[src/rtl/cpu_types_pkg.sv]
// Shared types for the elastic pipeline stage: occupancy state encoding and
// the width of the optional performance counters.
package cpu_types_pkg;

  localparam int PERF_W = 32;

  // Encoding doubles as the occupancy count driven on occ.
  typedef enum logic [1:0] {
    EMPTY = 2'd0,
    ONE   = 2'd1,
    FULL  = 2'd2
  } state_e;

endpackage

[src/rtl/sat_counter.sv]
// Saturating up-counter with synchronous clear; sticks at all-ones.
module sat_counter #(
  parameter int WIDTH = 32
) (
  input  logic             i_clk,
  input  logic             i_inc,
  input  logic             i_clear,
  output logic [WIDTH-1:0] o_count
);

  logic [WIDTH-1:0] r_count;

  always_ff @(posedge i_clk) begin
    if (i_clear) begin
      r_count <= '0;
    end else if (i_inc && (r_count != '1)) begin
      r_count <= r_count + 1'b1;
    end
  end

  assign o_count = r_count;

endmodule

[src/rtl/elastic_pipe_latch.sv]
// Two-entry elastic pipeline stage (head + skid register) with flush/freeze.
// Define ELASTIC_PIPE_PERF_EN to build the stall/flush saturating counters.
module elastic_pipe_latch
  import cpu_types_pkg::*;
#(
  parameter int               WIDTH  = 32,
  parameter logic [WIDTH-1:0] BUBBLE = '0
) (
  input  logic              CLK,
  input  logic              RST,
  input  logic              in_valid,
  output logic              in_ready,
  input  logic [WIDTH-1:0]  in_data,
  output logic              out_valid,
  input  logic              out_ready,
  output logic [WIDTH-1:0]  out_data,
  input  logic              flush,
  input  logic              freeze,
  output logic [1:0]        occ,
  output logic [PERF_W-1:0] stall_cnt,
  output logic [PERF_W-1:0] flush_cnt
);

  state_e           r_state;
  state_e           w_state_nxt;
  logic [WIDTH-1:0] r_main;
  logic [WIDTH-1:0] r_skid;
  logic [WIDTH-1:0] w_main_nxt;
  logic [WIDTH-1:0] w_skid_nxt;
  logic             w_accept;
  logic             w_consume;

  // in_ready depends only on held state and freeze, never on out_ready.
  assign in_ready  = (r_state != FULL)  && !freeze;
  assign out_valid = (r_state != EMPTY) && !freeze;
  assign out_data  = (r_state == EMPTY) ? BUBBLE : r_main;
  assign occ       = r_state;

  assign w_accept  = in_valid  && in_ready;
  assign w_consume = out_valid && out_ready;

  always_comb begin
    w_state_nxt = r_state;
    w_main_nxt  = r_main;
    w_skid_nxt  = r_skid;
    if (flush) begin
      w_state_nxt = EMPTY;
      w_main_nxt  = BUBBLE;
      w_skid_nxt  = BUBBLE;
    end else begin
      case (r_state)
        EMPTY: begin
          if (w_accept) begin
            w_state_nxt = ONE;
            w_main_nxt  = in_data;
          end
        end
        ONE: begin
          if (w_accept && w_consume) begin
            w_main_nxt = in_data;
          end else if (w_accept) begin
            w_state_nxt = FULL;
            w_skid_nxt  = in_data;
          end else if (w_consume) begin
            w_state_nxt = EMPTY;
          end
        end
        FULL: begin
          // Skid entry is younger, so it moves to head once head drains.
          if (w_consume) begin
            w_state_nxt = ONE;
            w_main_nxt  = r_skid;
          end
        end
        default: w_state_nxt = EMPTY;
      endcase
    end
  end

  always_ff @(posedge CLK) begin
    if (RST) begin
      r_state <= EMPTY;
      r_main  <= BUBBLE;
      r_skid  <= BUBBLE;
    end else begin
      r_state <= w_state_nxt;
      r_main  <= w_main_nxt;
      r_skid  <= w_skid_nxt;
    end
  end

`ifdef ELASTIC_PIPE_PERF_EN
  sat_counter #(.WIDTH(PERF_W)) u_stall_cnt (
    .i_clk   (CLK),
    .i_inc   (in_valid && !in_ready),
    .i_clear (RST),
    .o_count (stall_cnt)
  );

  sat_counter #(.WIDTH(PERF_W)) u_flush_cnt (
    .i_clk   (CLK),
    .i_inc   (flush),
    .i_clear (RST),
    .o_count (flush_cnt)
  );
`else
  assign stall_cnt = '0;
  assign flush_cnt = '0;
`endif

endmodule

[config.mk]
export PLATFORM = sky130hd
export DESIGN_NAME = elastic_pipe_latch
export DESIGN_NICKNAME = d
export VERILOG_FILES = /design/src/rtl/cpu_types_pkg.sv /design/src/rtl/sat_counter.sv /design/src/rtl/elastic_pipe_latch.sv
export SDC_FILE = /design/constraint.sdc
export NUM_CORES = 1
export LEC_CHECK = 0
export CAP_MARGIN = 20
export CORE_ASPECT_RATIO = 1.4
export CORE_MARGIN = 5
export CORE_UTILIZATION = 40
export CTS_CLUSTER_DIAMETER = 100
export DETAILED_ROUTE_END_ITERATION = 10
export PLACE_DENSITY = 0.81
export SETUP_SLACK_MARGIN = 0.4
export SYNTH_ARGS = -nofsm -noshare
export SYNTH_HDL_FRONTEND = slang
export SYNTH_SLANG_ARGS = --single-unit
[constraint.sdc]
create_clock -name CLK -period 1.6 [get_ports CLK]
set_clock_uncertainty 0.2 [all_clocks]
set_input_delay 0.32 -clock CLK [delete_from_list [all_inputs] [get_ports CLK]]
set_output_delay 0.32 -clock CLK [all_outputs]
set_load 0.01 [all_outputs]
==> results <==
==> power by group through the flow <==
stage / sequential [W] / combinational, W / clock, W
floorplan: 0.00170 / 0.000361 / 0
global placement: 0.00171 / 0.000403 / 0
detailed placement: 0.00171 / 0.000412 / 0
CTS: 0.00168 / 0.000540 / 0.00202
global route: 0.00168 / 0.000597 / 0.00208
finish: 0.00168 / 0.000561 / 0.00198
==> metal layers <==
| metal | global-route usage (%) | vias up | share of wire (%) |
|---|---|---|---|
| li1 | - | 1643 | - |
| met1 | 19.26 | 1638 | 37 |
| met2 | 34.02 | 187 | 51 |
| met3 | 4.509 | 26 | 8.3 |
| met4 | 9.590 | 0 | 3.1 |
| met5 | 0 | - | 0 |
==> what timing repair did <==
action                     4_1_cts  5_1_grt
resized for setup              224       20
buffers inserted                 9        1
setup endpoints to repair      102      102
gates cloned                    12        1
pin swaps                        8        1
==> through the flow <==
step	setup WS, ps	setup TNS (ps)	total power (W)	instances
2_1_floorplan	109.3	0	0.002066	544
3_3_place_gp	-379.1	-28610	0.002110	643
3_5_place_dp	-464.6	-31220	0.002119	643
4_1_cts	-190.4	-9923	0.004231	679
5_1_grt	-296.6	-17170	0.004354	681
6_report	-250.1	-10920	0.004221	681
==> worst max-delay path: cells and delay by family, from the launching register on <==
| family | cells | cell delay, ps |
|---|---|---|
| AOI/OAI and AO/OA | 3 | 640 |
| buffers and inverters | 3 | 440 |
| DFF | 1 | 330 |
| and+or+nand+nor | 1 | 150 |
==> area by class of cell <==
cell class / instances / area (µm²)
Tap cell: 107 / 133.9
Clock inverter: 2 / 35.03
Inverter: 1 / 3.754
Multi-Input combinational cell: 374 / 1976
Timing Repair Buffer: 118 / 1309
Clock buffer: 13 / 270.3
Fill cell: 764 / 3821
Sequential cell: 66 / 1326
==> cell usage in the layout (no fill, tap or decap), types with 2 or more instances in the layout <==
master,netlist,routed
a21oi_1,67,57
a211o_1,32,32
nor2b_1,35,31
nor2b_2,0,3
clkbuf_16,0,10
clkdlybuf4s50_1,0,34
o21ai_2,0,13
clkbuf_8,0,3
nand2_2,0,2
dlygate4sd2_1,0,2
conb_1,1,64
nor2_4,0,2
a21oi_2,0,10
buf_6,4,13
buf_2,8,34
buf_8,0,4
buf_4,69,10
o21ai_4,0,2
dfxtp_1,66,64
buf_16,0,11
o21ai_0,34,7
o21ai_1,0,12
buf_12,0,8
nand2_1,129,126
nor2_1,5,3
==> logic make-up (layout without fill, tap and decap cells) <==
family | after synthesis | count (layout) | synth area share [%]
AOI/OAI and AO/OA | 135 | 135 | 22.34
buffers and inverters | 104 | 134 | 19.27
DFF | 66 | 66 | 36.86
other | 1 | 64 | 0.1046
and+or+nand+nor | 175 | 175 | 21.43
==> state kept, by name, indices dropped and copies added (netlist names) <==
name	count
r_skid	32
occ	2
r_main	32
==> final timing paths <==
path | from | endpoint | slack [ps] | cells past startpoint
worst max register to register | occ[0]$_SDFFE_PP0P_ | r_main[23]$_SDFFE_PP0P_ | -250 | 7
worst min register to register | r_skid[12]$_SDFFE_PP0P_ | r_skid[12]$_SDFFE_PP0P_ | 250 | 2
worst max-delay path | occ[0]$_SDFFE_PP0P_ | r_main[23]$_SDFFE_PP0P_ | -250 | 7
worst min-delay path | r_skid[12]$_SDFFE_PP0P_ | r_skid[12]$_SDFFE_PP0P_ | 250 | 2
==> run summary <==
total global routing overflow -> 0
worst ir drop on vdd -> 0.6123 mV
Initial Util -> 40.39%
Die H -> 122.0 µm
via count of the first global-routing pass -> 3359
number of vias after detailed routing -> 3494
clock-pin slew reported for the worst setup and hold paths after clock tree synthesis -> 50 ps
Max H-tree Level -> 3
TritonCTS sink count -> 66
violations in the final reports -> setup timing
number of antenna violations at the first check in global routing -> 0
Switching Power -> 0.0009749 W
Max-cap violations -> 0
area growth from synthesis to layout -> 40.98%
post-layout utilization of the core -> 56.94%
worst hold slack -> 254.6 ps
leading cell types by total area after synthesis -> dfxtp_1, buf_4, nand2_1, a21oi_1, a211o_1
Tot GR Track Use -> 18.46%
total count of max-transition violations in the final report -> 0
Pre-antenna DRT Iters -> 5
outcome -> complete, but fails checks
antenna fix cells -> 0
worst slew margin relative to its limit -> 66.25%
RSZ-0062 raised after global routing -> true
hold-fix buffers at CTS -> 0
Period minus WS final -> 1850 ps
post-synthesis sequential area ratio -> 36.86%
Setup WS post-layout -> -250.1 ps
fraction of power consumed by the clock network -> 47.0%
most instantiated library cell after synthesis -> nand2_1
Post-Synthesis Mean Instance Area -> 7.453 µm²
CTS Buf Count -> 9
fraction of layout instances using a drive strength above 1 -> 23.69%
largest fanout on the critical path -> 10
TritonCTS clock tree -> done
IO buf count -> 73
number of failing hold endpoints at the final stage -> 0
cell area reported after detailed placement -> 0.004258 mm²
Clk Tree Root Cell -> clkbuf_16
number of rows created at floorplan -> 41
total setup violations reported at the end of the flow -> 88
min-delay worst type -> flop to flop
total routed wirelength -> 10690 µm
Internal -> 0.003246 W
DIE AREA -> 0.01098 mm²
detailed-route wire length per cell -> 15.70 µm
worst-margin pin slew -> 506.3 ps
Static Leak -> 2.018 nW
post-DP HPWL -> 6301 µm
arrival time at the worst endpoint -> 1900 ps
ranking of synthesized cells by instance count -> nand2_1, buf_4, a21oi_1
Flop pwr share -> 39.7%
largest area contributor in the netlist -> dfxtp_1
cell chain of the critical path -> buf_4 -> nor2b_2 -> o21a_4 -> buf_6 -> buf_16 -> a211o_1 -> a21oi_1
flip-flop cell with the highest count after synthesis -> dfxtp_1
number of design-rule violations left by the first detailed-router iteration -> 264
maximum number of pins on one net before global-route repair -> 45
area of the core -> 0.008875 mm²
async set-or-reset flop fraction in the synthesized netlist -> 0%
slowest cell delay on critical path -> 330 ps
synthesized netlist cell count -> 481
Yosys Warn Count -> 0
max frequency -> 540.5 MHz
cell with the largest stage delay on the worst path -> dfxtp_2
Post-Synthesis Cell Area -> 0.003585 mm²
PD cells -> 835.3 mW/mm²
fin area -> 0.005054 mm²
type of the worst setup path -> flop to flop
final weighted congestion in routability-driven placement -> 0.7863
io pins -> 138
number of buffers on the longest clock path -> 2
Worst setup SP type -> flop
wire length of the first global-routing pass -> 16260 µm
unique cell type count in the Yosys netlist -> 22
CP Data Required Time -> 1650 ps
top cell type's share of synthesized area -> 36.86%
Layout Nets -> 608
later-pin clock latency in the skew report -> 330 ps
post-synthesis sequential element count -> 66
combinational cell fraction of total power -> 13.3%
post-route clock period utilization -> 115.6%
Residual DRC -> 0
switching part of the total -> 23.10%
die span in x -> 90.01 µm
post-route antenna net violation count -> 0
number of flops mapped to enable cells by yosys -> 0
CP Capture Type -> flop
average via count per standard cell -> 5.131
No activity file was read; power rests on OpenSTA's default activity.
